[src/rtl/uart_pkg.sv]
// Shared UART definitions: data width and the
// transmit-buffer FSM state encoding.
package uart_pkg;

  localparam int DATA_W = 8;

  typedef enum logic [2:0] {
    IDLE,
    LOAD,
    START,
    WAIT_BUSY,
    WAIT_DONE
  } tx_state_e;

endpackage

[src/rtl/uart_sync_fifo.sv]
// Single-clock FIFO with registered count/full/empty flags.
// Pushes are ignored when full, pops are ignored when empty.
module uart_sync_fifo #(
  parameter int DEPTH  = 16,
  parameter int DATA_W = 8
) (
  input  logic                       clk,
  input  logic                       reset,
  input  logic                       push,
  input  logic [DATA_W-1:0]          wr_data,
  input  logic                       pop,
  output logic [DATA_W-1:0]          rd_data,
  output logic                       full,
  output logic                       empty,
  output logic [$clog2(DEPTH):0]     count
);

  localparam int AW = $clog2(DEPTH);
  localparam logic [AW:0] FULL_CNT = (AW+1)'(DEPTH);

  logic [DATA_W-1:0] mem [DEPTH];
  logic [AW-1:0]     wr_ptr;
  logic [AW-1:0]     rd_ptr;
  logic [AW:0]       cnt_q;
  logic [AW:0]       cnt_d;
  logic              full_q;
  logic              empty_q;
  logic              do_push;
  logic              do_pop;

  // A pop in the same cycle never makes room for a write while full.
  assign do_push = push && !full_q;
  assign do_pop  = pop && !empty_q;

  always_comb begin
    cnt_d = cnt_q;
    unique case ({do_push, do_pop})
      2'b10:   cnt_d = cnt_q + 1'b1;
      2'b01:   cnt_d = cnt_q - 1'b1;
      default: cnt_d = cnt_q;
    endcase
  end

  always_ff @(posedge clk) begin
    if (do_push)
      mem[wr_ptr] <= wr_data;
  end

  always_ff @(posedge clk or negedge reset) begin
    if (!reset) begin
      wr_ptr  <= '0;
      rd_ptr  <= '0;
      cnt_q   <= '0;
      full_q  <= 1'b0;
      empty_q <= 1'b1;
    end else begin
      if (do_push)
        wr_ptr <= wr_ptr + 1'b1;
      if (do_pop)
        rd_ptr <= rd_ptr + 1'b1;
      cnt_q   <= cnt_d;
      full_q  <= (cnt_d == FULL_CNT);
      empty_q <= (cnt_d == '0);
    end
  end

  assign rd_data = mem[rd_ptr];
  assign full    = full_q;
  assign empty   = empty_q;
  assign count   = cnt_q;

endmodule

[src/rtl/uart_tx_buf.sv]
// Byte FIFO in front of a uart_tx: pops one byte at a time,
// pulses tx_start and tracks the transmitter busy handshake.
module uart_tx_buf
  import uart_pkg::*;
#(
  parameter int DEPTH     = 16,
  parameter int BUSY_WAIT = 4
) (
  input  logic                   clk,
  input  logic                   reset,
  input  logic                   wr_en,
  input  logic [DATA_W-1:0]      wr_data,
  output logic                   full,
  output logic                   empty,
  output logic [$clog2(DEPTH):0] count,
  output logic                   overflow,
  input  logic                   clr_ovf,
  input  logic                   tx_busy,
  output logic                   tx_start,
  output logic [DATA_W-1:0]      tx_data
);

  localparam int TW = $clog2(BUSY_WAIT + 1);
  localparam logic [TW-1:0] TMR_LAST = TW'(BUSY_WAIT - 1);

  tx_state_e         state_q;
  tx_state_e         state_d;
  logic [1:0]        rst_sync;
  logic              run;
  logic              pop;
  logic              tmr_clr;
  logic              tmr_inc;
  logic [TW-1:0]     tmr_q;
  logic [DATA_W-1:0] head;
  logic [DATA_W-1:0] data_q;
  logic              ovf_q;

  uart_sync_fifo #(
    .DEPTH  (DEPTH),
    .DATA_W (DATA_W)
  ) u_fifo (
    .clk     (clk),
    .reset   (reset),
    .push    (wr_en),
    .wr_data (wr_data),
    .pop     (pop),
    .rd_data (head),
    .full    (full),
    .empty   (empty),
    .count   (count)
  );

  // Reset release reaches the FSM two clocks late.
  always_ff @(posedge clk or negedge reset) begin
    if (!reset)
      rst_sync <= 2'b00;
    else
      rst_sync <= {rst_sync[0], 1'b1};
  end

  assign run = rst_sync[1];

  always_comb begin
    state_d = state_q;
    pop     = 1'b0;
    tmr_clr = 1'b0;
    tmr_inc = 1'b0;
    unique case (state_q)
      IDLE: begin
        if (run && !empty && !tx_busy) begin
          state_d = LOAD;
          pop     = 1'b1;
        end
      end
      LOAD: state_d = START;
      START: begin
        state_d = WAIT_BUSY;
        tmr_clr = 1'b1;
      end
      WAIT_BUSY: begin
        if (tx_busy)
          state_d = WAIT_DONE;
        else if (tmr_q == TMR_LAST)
          state_d = IDLE;
        else
          tmr_inc = 1'b1;
      end
      WAIT_DONE: begin
        if (!tx_busy)
          state_d = IDLE;
      end
      default: state_d = IDLE;
    endcase
  end

  always_ff @(posedge clk or negedge reset) begin
    if (!reset) begin
      state_q <= IDLE;
      tmr_q   <= '0;
      data_q  <= '0;
    end else begin
      state_q <= state_d;
      if (tmr_clr)
        tmr_q <= '0;
      else if (tmr_inc)
        tmr_q <= tmr_q + 1'b1;
      if (pop)
        data_q <= head;
    end
  end

  // An overflowing write beats a simultaneous clear.
  always_ff @(posedge clk or negedge reset) begin
    if (!reset)
      ovf_q <= 1'b0;
    else if (wr_en && full)
      ovf_q <= 1'b1;
    else if (clr_ovf)
      ovf_q <= 1'b0;
  end

  assign overflow = ovf_q;
  assign tx_start = (state_q == START);
  assign tx_data  = data_q;

endmodule

[config.mk]
export PLATFORM = sky130hd
export DESIGN_NAME = uart_tx_buf
export DESIGN_NICKNAME = d
export VERILOG_FILES = /design/src/rtl/uart_pkg.sv /design/src/rtl/uart_sync_fifo.sv /design/src/rtl/uart_tx_buf.sv
export SDC_FILE = /design/constraint.sdc
export NUM_CORES = 1
export LEC_CHECK = 0
export ABC_AREA = 1
export CAP_MARGIN = 25
export CORE_MARGIN = 1.5
export CORE_UTILIZATION = 52
export DETAILED_ROUTE_END_ITERATION = 8
export DONT_BUFFER_PORTS = 1
export PLACE_DENSITY = 0.78
export SLEW_MARGIN = 10
export SYNTH_ARGS = -nofsm -noshare
export SYNTH_HDL_FRONTEND = slang
export SYNTH_SLANG_ARGS = --single-unit
[constraint.sdc]
create_clock -name clk -period 3.9 [get_ports clk]
set_input_delay 0.585 -clock clk [delete_from_list [all_inputs] [get_ports clk]]
set_output_delay 0.585 -clock clk [all_outputs]
set_load 0.05 [all_outputs]
==> results.yml <==
outcome:
  status: "finished, final reports clean"
pwr:
  ir_drop_v: 0.0005705
  power_per_cell_area_mw_per_mm2: 789.5
  p_leak_nw: 2.560
floorplan:
  ios: 30
  dieArea_mm2: 0.01334
  core_mm2: 0.01216
  start_util_pct: 54.10
  die-width_um: 115.5
  fp.dieH_um: 115.5
  row_count: 40
worst_setup_path:
  critPathLaunchType: "register"
  cp-end-kind: "register"
  path_cells: "nor2_8, inv_4, nand3_4, nand2_1, nand2_2, ha_1, o21ai_0, inv_1, or2_2, nor2_2, nand3_2, nor2_2"
  critPathTopFamily: "simple AND/OR/NAND/NOR gates"
  critPathSlowestCell: "dfrtp_1"
  crit_top_cell: "nor2_2"
  crit_required_ps: 4260
  cpPeakStageDelay_ps: 760
  arrival_ps: 2800
  crit_fanout: 9
  cp_num_buf_inv: 2
  critPathKind: "reg2reg"
global_route:
  antenna_found_initial: 0
  grt-ovfl-total: 0
  grt_pass1_vias: 4044
  grt_util_all_layers_pct: 23.00
  grt_pass1_wl_um: 22250
  grt_max_degree: 68
job:
  cap_violations: 0
sta:
  relSlewSlack_pct: 36.03
  fmax_mhz: 410.0
  tns_ps: 0
  min_period_ps: 2439
  finalCritPeriodShare_pct: 62.54
  finClkSkew_ps: 5.887
  setup-violations-final: 0
  tightest_slew_ps: 956.0
  finalMaxSlewViolations: 0
  rsz0062_at_grt: "false"
  finalHoldViolCount: 0
  setup_ws_ps: 1461
layout:
  multi_input_area_mm2: 0.001722
  mostFrequentLayoutCells: "edfxtp_1 (128), nor2_1 (94), o21ai_0 (70), nand2_1 (31), dfrtp_1 (30)"
  fillers: 913
  fin_nets: 544
  post-route-util_pct: 60.29
  register_area_mm2: 0.004647
  drive_gt1_share_pct: 12.15
  area_growth_pct: 11.43
  antennaDiodeCount: 0
  final_common_cell: "edfxtp_1"
synthesis:
  yosys.area.top_type_share_pct: 58.41
  ys_types: 36
  syn_nets: 543
  ys_ff_latch: 160
  async_reset_ff_share_pct: 20.00
  yosys-top-cells-area: "edfxtp_1 (58%), dfrtp_1 (12%), nor2_1 (5.4%)"
  synth_edf_count: 128
  synthCells: 521
  synthFlopType: "edfxtp_1"
  avgSynthCellArea_um2: 12.63
  netlist_area_mm2: 0.006580
  yosysSeqAreaShare_pct: 70.60
  yosysTopAreaCell: "edfxtp_1"
  yosys_warnings: 0
route:
  vias: 4168
  firstDrtPassIters: 6
  drt_iter0_drc: 514
  remaining_drc_errors: 0
  via_per_inst: 5.929
  ant_nets: 0
  wire_per_inst_um: 20.19
  wl_um: 14190
clock_network:
  cts_buffer_depth: 2
  ctsResizeCount: 0
  cts_tree: "yes"
  htreeDepth: 4
  clkTransAtPathRegs_ps: 60
  cts_setup_buffers: 0
  numCtsBuffers: 17
  ctsHoldBuffers: 2
  clk_latency_ps: 420
  cts_root_buffer: "clkbuf_16"
  cts.sinks: 160
placement:
  pre_cts_ws_ps: 1372
  dp_hpwl_um: 8507
  routabilityCongestion: 0.8180
  port_buffers: 0
worst_hold_path:
  hold_path.class: "in2reg"
-- sequential cells by signal (all words and copies together), names as in the netlist --
register / cells
u_fifo.empty: 1
u_fifo.full: 1
u_fifo.count: 5
tx_data: 8
u_fifo.mem: 128
overflow: 1
rst_sync: 2
tmr_q: 3
state_q: 3
u_fifo.wr_ptr: 4
u_fifo.rd_ptr: 4
-- Yosys cell counts (9+ instances only) --
library cell	instances
nand2_1	31
ha_1	9
o211ai_1	11
nor2_1	94
edfxtp_1	128
nand3_1	14
o221ai_1	22
o22ai_1	10
dfrtp_1	31
clkbuf_1	16
o21ai_0	70
inv_1	21
-- metal layers --
metal / part of all wire, % / global-route usage, % / wire, um
met5: 0 / 0 / 0
met3: 8.7 / 7.270 / 1231
met4: 2.4 / 9.053 / 336
met2: 51 / 37.40 / 7196
met1: 38 / 29.02 / 5428
-- kinds of logic after synthesis --
logic type      Yosys count  share of synthesized area, %
buf+inv                  54                         3.233
fa+ha+maj                 9                         1.711
other cells               1                       0.05699
xor+xnor                  7                        0.9318
compound gates          127                         11.77
flops                   160                         70.60
simple gates            163                         11.69
-- layout make-up --
cell class,instances,area share (%)
Inverter,29,1.519
Sequential cell,160,63.38
Tap cell,168,2.867
Multi-Input combinational cell,307,23.48
Timing Repair Buffer,7,1.195
Clock inverter,12,1.331
Clock buffer,20,6.229
-- where the power goes --
| part | leakage, nW | switching, mW | internal, mW |
|---|---|---|---|
| sequential | 1.54 | 0.464 | 2.12 |
| clock | 0.264 | 0.674 | 0.859 |
| combinational | 0.761 | 1.16 | 0.513 |
| total | 2.56 | 2.29 | 3.49 |
-- stage by stage --
| stage | power (mW) | hold WS [ps] | cell area [um^2] | std cells |
|---|---|---|---|---|
| after CTS | 5.756 | 243.5 | 7305 | 702 |
| after global placement | 4.119 | 290.3 | 6720 | 668 |
| final | 5.789 | 255.5 | 7332 | 703 |
| after global routing | 6.084 | 236.4 | 7332 | 703 |
| after floorplan | 3.752 | 289.4 | 6580 | 521 |
| after detailed placement | 4.207 | 290.3 | 6720 | 668 |
-- final timing paths --
kind / to / startpoint / slack, ps / cells past startpoint
max in group asynchronous: u_fifo.empty$_DFF_PN1_ / reset / 3030 / 2
setup / recovery: u_fifo.full$_DFF_PN0_ / u_fifo.full$_DFF_PN0_ / 1460 / 12
setup reg to reg: u_fifo.full$_DFF_PN0_ / u_fifo.full$_DFF_PN0_ / 1460 / 12
hold / removal: u_fifo.mem[0][5]$_DFFE_PP_ / wr_data[5] / 260 / 0
hold reg to reg: rst_sync[1]$_DFF_PN0_ / rst_sync[0]$_DFF_PN0_ / 370 / 0
min in group asynchronous: u_fifo.rd_ptr[3]$_DFFE_PN0P_ / reset / 630 / 2
Note: power is estimated with default switching activity, not from simulation.
